--- config.mk ---
export PLATFORM = sky130hd
export DESIGN_NAME = tea_decipher_feeder
export DESIGN_NICKNAME = d
export VERILOG_FILES = /design/src/rtl/tea_pkg.sv /design/src/rtl/tea_byte_packer.sv /design/src/rtl/tea_decipher_feeder.sv
export SDC_FILE = /design/constraint.sdc
export NUM_CORES = 1
export LEC_CHECK = 0
export BUFFER_PORTS_ARGS = -buffer_cell sky130_fd_sc_hd__buf_2
export CAP_MARGIN = 30
export CORE_MARGIN = 2
export CORE_UTILIZATION = 50
export CTS_BUF_LIST = sky130_fd_sc_hd__clkbuf_8
export DETAILED_ROUTE_END_ITERATION = 8
export MAX_ROUTING_LAYER = met4
export PLACE_DENSITY = 0.75
export SETUP_SLACK_MARGIN = 0.1
export SKIP_CTS_REPAIR_TIMING = 1
export SLEW_MARGIN = 30
export SYNTH_ARGS = -nofsm -noshare
export SYNTH_HDL_FRONTEND = slang
export SYNTH_SLANG_ARGS = --single-unit
export TNS_END_PERCENT = 50
--- constraint.sdc ---
create_clock -name clk -period 3.2 [get_ports clk]
set_input_delay 0.8 -clock clk [delete_from_list [all_inputs] [get_ports clk]]
set_output_delay 0.8 -clock clk [all_outputs]
set_load 0.005 [all_outputs]
--- src/rtl/tea_pkg.sv ---
// Shared constants for the TEA decipher feeder and core: FSM encoding,
// round constants and byte counts of the key and data frames.
package tea_pkg;

    typedef enum logic [1:0] {
        LOAD = 2'd0,
        RUN  = 2'd1,
        OUT  = 2'd2
    } state_t;

    localparam logic [31:0] DELTA    = 32'h9e3779b9;
    localparam logic [31:0] SUM_INIT = 32'hC6EF3720;

    localparam int KEY_BYTES   = 16;
    localparam int BLOCK_BYTES = 8;

    // Index of the final byte of an n-byte frame, sized for the byte counter.
    function automatic logic [3:0] last_idx(input int n);
        return 4'(n - 1);
    endfunction

endpackage

--- src/rtl/tea_byte_packer.sv ---
// Big-endian byte-to-word packer for the TEA key and ciphertext block.
// A change of iKeyLoad mid-frame restarts the frame in the new mode.
module tea_byte_packer
    import tea_pkg::*;
(
    input  logic                     clk,
    input  logic                     rst_n,
    input  logic [7:0]               byte_i,
    input  logic                     accept_i,
    input  logic                     key_load_i,
    output logic [8*KEY_BYTES-1:0]   key_o,
    output logic [8*BLOCK_BYTES-1:0] blk_o,
    output logic                     key_valid_o,
    output logic                     blk_done_o
);

    logic [3:0]               cnt_q, cnt_d;
    logic                     mode_q, mode_d;
    logic                     key_valid_q, key_valid_d;
    logic [8*KEY_BYTES-1:0]   key_q;
    logic [8*BLOCK_BYTES-1:0] blk_q;
    logic                     new_frame;
    logic [3:0]               idx;
    logic                     key_wr;
    logic                     blk_wr;

    always_comb begin
        new_frame   = (cnt_q == 4'd0) || (key_load_i != mode_q);
        idx         = new_frame ? 4'd0 : cnt_q;
        key_wr      = accept_i && key_load_i;
        blk_wr      = accept_i && !key_load_i;
        cnt_d       = cnt_q;
        mode_d      = mode_q;
        key_valid_d = key_valid_q;
        blk_done_o  = 1'b0;
        if (accept_i) begin
            mode_d = key_load_i;
            cnt_d  = idx + 4'd1;
            if (key_load_i) begin
                // The old key is no longer trustworthy once a new key frame starts.
                if (new_frame) begin
                    key_valid_d = 1'b0;
                end
                if (idx == last_idx(KEY_BYTES)) begin
                    key_valid_d = 1'b1;
                    cnt_d       = 4'd0;
                end
            end else if (idx == last_idx(BLOCK_BYTES)) begin
                cnt_d      = 4'd0;
                blk_done_o = 1'b1;
            end
        end
    end

    always_ff @(posedge clk or negedge rst_n) begin
        if (!rst_n) begin
            cnt_q       <= 4'd0;
            mode_q      <= 1'b0;
            key_valid_q <= 1'b0;
        end else begin
            cnt_q       <= cnt_d;
            mode_q      <= mode_d;
            key_valid_q <= key_valid_d;
        end
    end

    // Bytes land straight in the word registers; byte 0 is the MSB.
    always_ff @(posedge clk or negedge rst_n) begin
        if (!rst_n) begin
            key_q <= '0;
        end else if (key_wr) begin
            for (int b = 0; b < KEY_BYTES; b++) begin
                if (idx == 4'(b)) begin
                    key_q[8*(KEY_BYTES-b)-1 -: 8] <= byte_i;
                end
            end
        end
    end

    always_ff @(posedge clk or negedge rst_n) begin
        if (!rst_n) begin
            blk_q <= '0;
        end else if (blk_wr) begin
            for (int b = 0; b < BLOCK_BYTES; b++) begin
                if (idx == 4'(b)) begin
                    blk_q[8*(BLOCK_BYTES-b)-1 -: 8] <= byte_i;
                end
            end
        end
    end

    assign key_o       = key_q;
    assign blk_o       = blk_q;
    assign key_valid_o = key_valid_q;

endmodule

--- src/rtl/tea_decipher_feeder.sv ---
// Feeds the TEA decipher core: loads key/ciphertext bytes, runs the core with
// a watchdog, and hands the plaintext downstream over a valid/ready port.
module tea_decipher_feeder
    import tea_pkg::*;
#(
    parameter int WORD_SIZE      = 32,
    parameter int TIMEOUT_CYCLES = 1024,
    parameter int CNT_BITS       = $clog2(TIMEOUT_CYCLES + 1)
) (
    input  logic                 clk,
    input  logic                 rst_n,
    input  logic [7:0]           iByte,
    input  logic                 iByteValid,
    input  logic                 iKeyLoad,
    output logic                 oByteReady,
    output logic [WORD_SIZE-1:0] oV0,
    output logic [WORD_SIZE-1:0] oV1,
    output logic [WORD_SIZE-1:0] oK0,
    output logic [WORD_SIZE-1:0] oK1,
    output logic [WORD_SIZE-1:0] oK2,
    output logic [WORD_SIZE-1:0] oK3,
    output logic                 oStart,
    input  logic                 iDone,
    input  logic [WORD_SIZE-1:0] iC0,
    input  logic [WORD_SIZE-1:0] iC1,
    output logic [WORD_SIZE-1:0] oP0,
    output logic [WORD_SIZE-1:0] oP1,
    output logic                 oPValid,
    input  logic                 iPReady,
    output logic                 oKeyValid,
    output logic                 oErr,
    output logic [1:0]           oState
);

    // Handshakes: a byte moves on a clk edge where iByteValid && oByteReady;
    // a plaintext moves on a clk edge where oPValid && iPReady. oPValid,
    // once raised, stays high with oP0/oP1 stable until that edge.

    state_t                 state_q, state_d;
    logic [CNT_BITS-1:0]    wd_q, wd_d;
    logic                   start_q, start_d;
    logic                   ready_q, ready_d;
    logic                   err_q, err_d;
    logic                   pvalid_q, pvalid_d;
    logic [WORD_SIZE-1:0]   p0_q, p0_d;
    logic [WORD_SIZE-1:0]   p1_q, p1_d;
    logic [8*KEY_BYTES-1:0] key_w;
    logic [8*BLOCK_BYTES-1:0] blk_w;
    logic                   key_valid;
    logic                   blk_done;
    logic                   accept;

    assign accept = iByteValid && ready_q;

    tea_byte_packer u_packer (
        .clk        (clk),
        .rst_n      (rst_n),
        .byte_i     (iByte),
        .accept_i   (accept),
        .key_load_i (iKeyLoad),
        .key_o      (key_w),
        .blk_o      (blk_w),
        .key_valid_o(key_valid),
        .blk_done_o (blk_done)
    );

    always_comb begin
        state_d  = state_q;
        wd_d     = wd_q;
        err_d    = 1'b0;
        pvalid_d = pvalid_q;
        p0_d     = p0_q;
        p1_d     = p1_q;
        case (state_q)
            LOAD: begin
                if (blk_done) begin
                    if (key_valid) begin
                        state_d = RUN;
                        wd_d    = '0;
                    end else begin
                        err_d = 1'b1;
                    end
                end
            end
            RUN: begin
                if (iDone) begin
                    p0_d     = iC0;
                    p1_d     = iC1;
                    pvalid_d = 1'b1;
                    state_d  = OUT;
                end else if (wd_q == CNT_BITS'(TIMEOUT_CYCLES - 1)) begin
                    err_d   = 1'b1;
                    state_d = LOAD;
                end else begin
                    wd_d = wd_q + CNT_BITS'(1);
                end
            end
            OUT: begin
                if (iPReady && pvalid_q) begin
                    pvalid_d = 1'b0;
                    state_d  = LOAD;
                end
            end
            default: state_d = LOAD;
        endcase
        // Leaving RUN always drops start for at least one cycle, so the core
        // reloads iV0/iV1 before the next block.
        start_d = (state_d == RUN);
        ready_d = (state_d == LOAD);
    end

    always_ff @(posedge clk or negedge rst_n) begin
        if (!rst_n) begin
            state_q  <= LOAD;
            wd_q     <= '0;
            start_q  <= 1'b0;
            ready_q  <= 1'b0;
            err_q    <= 1'b0;
            pvalid_q <= 1'b0;
            p0_q     <= '0;
            p1_q     <= '0;
        end else begin
            state_q  <= state_d;
            wd_q     <= wd_d;
            start_q  <= start_d;
            ready_q  <= ready_d;
            err_q    <= err_d;
            pvalid_q <= pvalid_d;
            p0_q     <= p0_d;
            p1_q     <= p1_d;
        end
    end

    assign oK0 = key_w[4*WORD_SIZE-1 -: WORD_SIZE];
    assign oK1 = key_w[3*WORD_SIZE-1 -: WORD_SIZE];
    assign oK2 = key_w[2*WORD_SIZE-1 -: WORD_SIZE];
    assign oK3 = key_w[WORD_SIZE-1:0];
    assign oV0 = blk_w[2*WORD_SIZE-1 -: WORD_SIZE];
    assign oV1 = blk_w[WORD_SIZE-1:0];

    assign oByteReady = ready_q;
    assign oStart     = start_q;
    assign oErr       = err_q;
    assign oPValid    = pvalid_q;
    assign oP0        = p0_q;
    assign oP1        = p1_q;
    assign oKeyValid  = key_valid;
    assign oState     = state_q;

endmodule
# After elaboration in Yosys (flattened, before gate mapping)
# Index checks and enable logic that the tools add are counted.
[word_totals] ff_bits=279 latchBits=0 ramBits=0 mem_bits_ro=0 inputBits=78 out_inout_bits=263 elab_cells=132 memories=0
[classes] n_addsub=2 n_mul=0 n_div=0 n_lt_le_gt_ge=0 n_eq_ne=26 shift=0 n_mux=28 bitwise_logic=0 n_reduce_logical=41
[op_table] op="$reduce_and A2 Y1" count=25
[op_table] op="$mux W11" count=4
[op_table] op="$eq A4 B4 Y1 const B" count=8
[op_table] op="$pmux W11 S2" count=1
[op_table] op="$eq A4 B3 Y1 const B" count=4
[op_table] op="$mux W4" count=4
[op_table] op="$add A11 B1 Y11 const B" count=1
[op_table] op="$eq A11 B10 Y1 const B" count=1
[op_table] op="$mux W1" count=11
[op_table] op="$mux W2" count=5
[op_table] op="$ne A2 B2 Y1 const B" count=5
[op_table] op="$eq A4 B2 Y1 const B" count=2
[op_table] op="$logic_not A4 Y1" count=2
[op_table] op="$pmux W2 S3" count=1
[op_table] op="$reduce_and A3 Y1" count=2
[op_table] op="$reduce_bool A2 Y1" count=3
[op_table] op="$reduce_and A5 Y1" count=1
[op_table] op="$add A4 B1 Y4 const B" count=1
[op_table] op="$eq A2 B1 Y1 const B" count=2
[op_table] op="$eq A4 B1 Y1 const B" count=1
[op_table] op="$logic_and A1 B1 Y1" count=4
[op_table] op="$logic_not A2 Y1" count=2
[op_table] op="$pmux W1 S2" count=2
[op_table] op="$eq A2 B2 Y1 const B" count=1
[op_table] op="other kinds (4)" count=4

# Longest topological paths before layout
[logic_depth] word_depth=10 mapped_depth=11 ltp_nobuf=8

# By module
# From an unflattened synthesis, not the netlist that was laid out.
[hier_totals] hier_cells=709 area_unflattened_um2=11018.1
[modules_own_cells] module="tea_byte_packer" instances=1 cells_each=487 area_each_um2=7840.0 seq_area_each_um2=4954.8
[modules_own_cells] module="tea_decipher_feeder" instances=1 cells_each=222 area_each_um2=3178.0 seq_area_each_um2=2026.9

# Least setup slack after synthesis
# OpenSTA, ideal clock, no wires.
[synth_path] kind="input-to-reg" start="input port iKeyLoad" end="register u_packer.blk_q[0], in the netlist u_packer.blk_o[0]" setup_time_ns=0.125 arrival_ns=2.543 required_ns=3.075 slack_ns=0.532 cell_stages=9 path_buffers=2 cell_sequence="xnor2_2 -> nand2_1 -> inv_1 -> ha_1 -> clkbuf_1 -> and3b_1 -> and2_1 -> buf_2 -> mux2_2"
[synth_between] elab_chain_len=5 elab_cells_between_ends=7 classes_between="2 x eq/ne; 1 x mux; 4 x reduce/logical"
[synth_rtl] item="from (decl)" line="tea_decipher_feeder.sv:14" rtl="input logic iKeyLoad,"
[synth_rtl] item="$ne A1 B1 Y1" line="tea_byte_packer.sv:28" rtl="new_frame = (cnt_q == 4'd0) || (key_load_i != mode_q);"
[synth_rtl] item="$logic_or A1 B1 Y1" line="tea_byte_packer.sv:28"
[synth_rtl] item="$mux W4" line="tea_byte_packer.sv:29" rtl="idx = new_frame ? 4'd0 : cnt_q;"
[synth_rtl] item="$eq A4 B3 Y1" line="tea_byte_packer.sv:85" rtl="if (idx == 4'(b)) begin"
[synth_rtl] item="$reduce_and A2 Y1 (no line) *"
[synth_rtl] item="to (signal, indexed assignment)" line="tea_byte_packer.sv:86" rtl="blk_q[8*(BLOCK_BYTES-b)-1 -: 8] <= byte_i;"
[synth_rtl] item="to (decl)" line="tea_byte_packer.sv:21" rtl="logic [8*BLOCK_BYTES-1:0] blk_q;"
# Every way passes the cells marked *; elsewhere a longest branch is shown, timed or not.
# A chain may end at the register's enable or synchronous reset.

# Worst setup path after layout
[layout_path] start="register u_packer.mode_q" end="register u_packer.key_q[36], in the netlist u_packer.key_o[36]"
[layout_between] elab_chain_len=5
[layout_rtl] item="from (decl)" line="tea_byte_packer.sv:18" rtl="logic mode_q, mode_d;"
[layout_rtl] item="from (signal assigned)" line="tea_byte_packer.sv:62" rtl="mode_q <= mode_d;"
[layout_rtl] item="$ne A1 B1 Y1" line="tea_byte_packer.sv:28"
[layout_rtl] item="$logic_or A1 B1 Y1" line="tea_byte_packer.sv:28"
[layout_rtl] item="$mux W4" line="tea_byte_packer.sv:29"
[layout_rtl] item="$eq A4 B4 Y1" line="tea_byte_packer.sv:73" rtl="if (idx == 4'(b)) begin"
[layout_rtl] item="$reduce_and A2 Y1 (no line)"
[layout_rtl] item="to (signal, indexed assignment)" line="tea_byte_packer.sv:74" rtl="key_q[8*(KEY_BYTES-b)-1 -: 8] <= byte_i;"
[layout_rtl] item="to (decl)" line="tea_byte_packer.sv:20" rtl="logic [8*KEY_BYTES-1:0] key_q;"
# No other way between the ends.

==> results by group <==
Synth
  • Post-Synthesis Cells: 720
  • Post-synth top area share: 63.79%
  • #FFs+latches synth: 279
  • Syn Nets: 803
  • Post-synth design cell area: 10,950 um2
  • EDFF count, synth: 0
  • Seq/Total Area, Yosys: 63.79%
  • Yosys warns: 0
  • Area leader, netlist: dfrtp_1
  • Synth unique cells: 45
  • Synth Flop Type: dfrtp_1
  • Ys async rst share: 100.0%
  • Syn avg cell area: 15.20 um2
  • Top post-synthesis cells by area: dfrtp_1, mux2_2, clkbuf_1

Global route
  • Largest net degree at the start of global routing: 83
  • GR Overflow Total: 0
  • Antenna violations before repair: 0
  • First-pass GRT wire length: 44.03 mm
  • Overall Global Routing Usage: 25.15%
  • Vias in the first global route: 7,709

Power and ir drop
  • Power per cell area: 491.1 nW/um2
  • Peak supply drop: 0.4053 mV
  • LEAKAGE: 8.120 nW

Critical path
  • Crit Path Category: reg2reg
  • Critical Path Start Type: register
  • CP endpoint kind: register
  • Reg-to-reg setup timing slack: 0.71 ns
  • FF-to-FF Start: u_packer.mode_q
  • R2R depth: 8
  • Reg2reg end: u_packer.key_o[36]
  • Top fanout value on the critical path: 9
  • CP required: 3.62 ns
  • Worst Path Arrival: 2.90 ns

Worst hold path
  • Hold Path Class: in2async

Drt
  • Drt pass-1 iters: 4
  • DRC: 0
  • Vias: 7,346
  • DR vias/cell: 5.270
  • Detailed-route wire length: 28.11 mm
  • DRT iter0 DRCs: 330
  • ANT nets after route: 0
  • Wire per inst: 20.17 um

Die
  • Core area: 21,620 um2
  • Rows: 54
  • Starting Density: 50.63%
  • # IOs: 341
  • Chip width: 152.0 um
  • Die Area: 23,090 um2
  • Die H: 152.0 um

Clocking
  • Latest clock arrival within the worst-skew pair: 0.54 ns
  • Clock buffer depth: 3
  • CTS tree: done
  • Root Buffer: clkbuf_8
  • Inserted Clock Buffers: 45
  • # clock sinks: 279
  • Reg clk slew, reported paths: 0.06 ns
  • Max H-tree Level: 2

STA
  • Final setup vio count: 0
  • Setup TNS: 0 ns
  • RSZ-0062 raised after global routing: no
  • Final hold vios: 0
  • Slew HR: 45.88%
  • Fin crit share: 77.67%
  • Fmax: 402.4 MHz
  • Clock Skews: 0.03160 ns
  • Max Slew Vio Count: 0
  • Min Tclk post-route: 2.485 ns
  • Worst Tran Pin Value: 0.8118 ns
  • Hold Slack: 0.2485 ns

Finish
  • Commonest non-fill, non-tap cell in the layout: buf_2
  • Non-Filler Instances: 1,394
  • Area grow syn2layout: 26.86%
  • Post-Layout Inst Area: 13,890 um2
  • Antenna diodes: 0
  • Commonest cells after routing, fill and taps aside: buf_2, dfrtp_1, mux2_2, clkbuf_8, inv_1
  • Nets@finish: 1,163
  • Layout cells sized above 1: 62.75%

Placed design
  • Dpl cells: 1,313
  • DPL Wire Length: 19.40 mm
  • IO Port Bufs: 340
  • GPL Wtd Cong: 0.8257
  • Dpl cell area: 12,950 um2

Run status
  • Run status: completed

Job
  • Max Cap Viol: 0
[kinds of logic after synthesis]
family | Yosys count | synth area share (%)
adder cells (fa/ha/maj) | 5 | 0.5716
AO/OA/AOI/OAI | 31 | 1.795
flip-flops | 279 | 63.79
buffers and inverters | 50 | 1.943
XOR/XNOR | 1 | 0.1486
multiplexers | 262 | 26.90
AND/OR/NAND/NOR | 92 | 4.858
[how the worst max path moves through the flow]
stage	to	cells past startpoint	from
floorplan	u_packer.blk_o[0]	9	iKeyLoad
global placement	wd_q[10]	9	iKeyLoad
detailed placement	u_packer.key_o[82]	8	iKeyLoad
CTS	u_packer.key_o[36]	8	u_packer.mode_q
global route	wd_q[10]	8	u_packer.mode_q
finish	u_packer.key_o[36]	8	u_packer.mode_q
[registers in the layout, summed over array words and instances, names as in the netlist, 2 cells and up]
| register | count |
|---|---|
| oP0 | 32 |
| oP1 | 32 |
| oState | 2 |
| u_packer.blk_o | 64 |
| u_packer.cnt_q | 4 |
| u_packer.key_o | 128 |
| wd_q | 11 |
[through the flow]
stage | utilization (%) | total power [mW] | worst slack, ns
3_5_place_dp | 59.90 | 3.782 | 0.2709
5_1_grt | 64.22 | 7.099 | 0.4916
4_1_cts | 64.22 | 6.916 | 0.7146
6_report | 64.22 | 6.820 | 0.7147
2_1_floorplan | - | 3.622 | 0.5319
3_3_place_gp | 59.90 | 3.779 | 0.3212
[layer usage]
metal  up-vias  share of wire (%)  GRT usage, %
met5         -                  0             -
met3        71                5.2         5.048
met1      3716                 40         30.37
met4         0                3.8         10.32
met2       302                 51         41.66
li1       3257                  -             -
[where the power goes]
group / total (mW) / internal (mW) / switching, mW
registers: 3.53 / 3.53 / 0
clock network: 3.11 / 1.75 / 1.36
logic: 0.185 / 0.0472 / 0.138
[critical path, cell delays in order, from the launching register on]
cell	delay, ns
dfrtp_1	0.47
xnor2_2	0.35
nand2_1	0.17
inv_1	0.12
ha_1	0.19
buf_4	0.18
nand2_1	0.10
nor2_2	0.39
mux2_2	0.40
[area by class of cell]
cell class	count	area (um2)
clock buffer	56	770.7
tap	280	350.3
sequential	279	6982
multi-input combinational	391	3754
timing repair buffer	351	1819
inverter	12	45.04
fill	1661	7735
clock inverter	25	165.2
[cells in the mapped netlist, drive strengths merged, types with 2 or more instances]
cell	instances
a21oi	4
a31oi	3
and2	2
and3	3
and3b	2
buf	13
clkbuf	25
dfrtp	279
ha	5
inv	12
mux2	257
mux2i	5
nand2	29
nand2b	3
nand3	16
nand3b	4
nand4	2
nor2	18
nor3	2
nor4	7
o21ai	11
o22ai	2
o41ai	2
(Power assumes the default switching activity.)
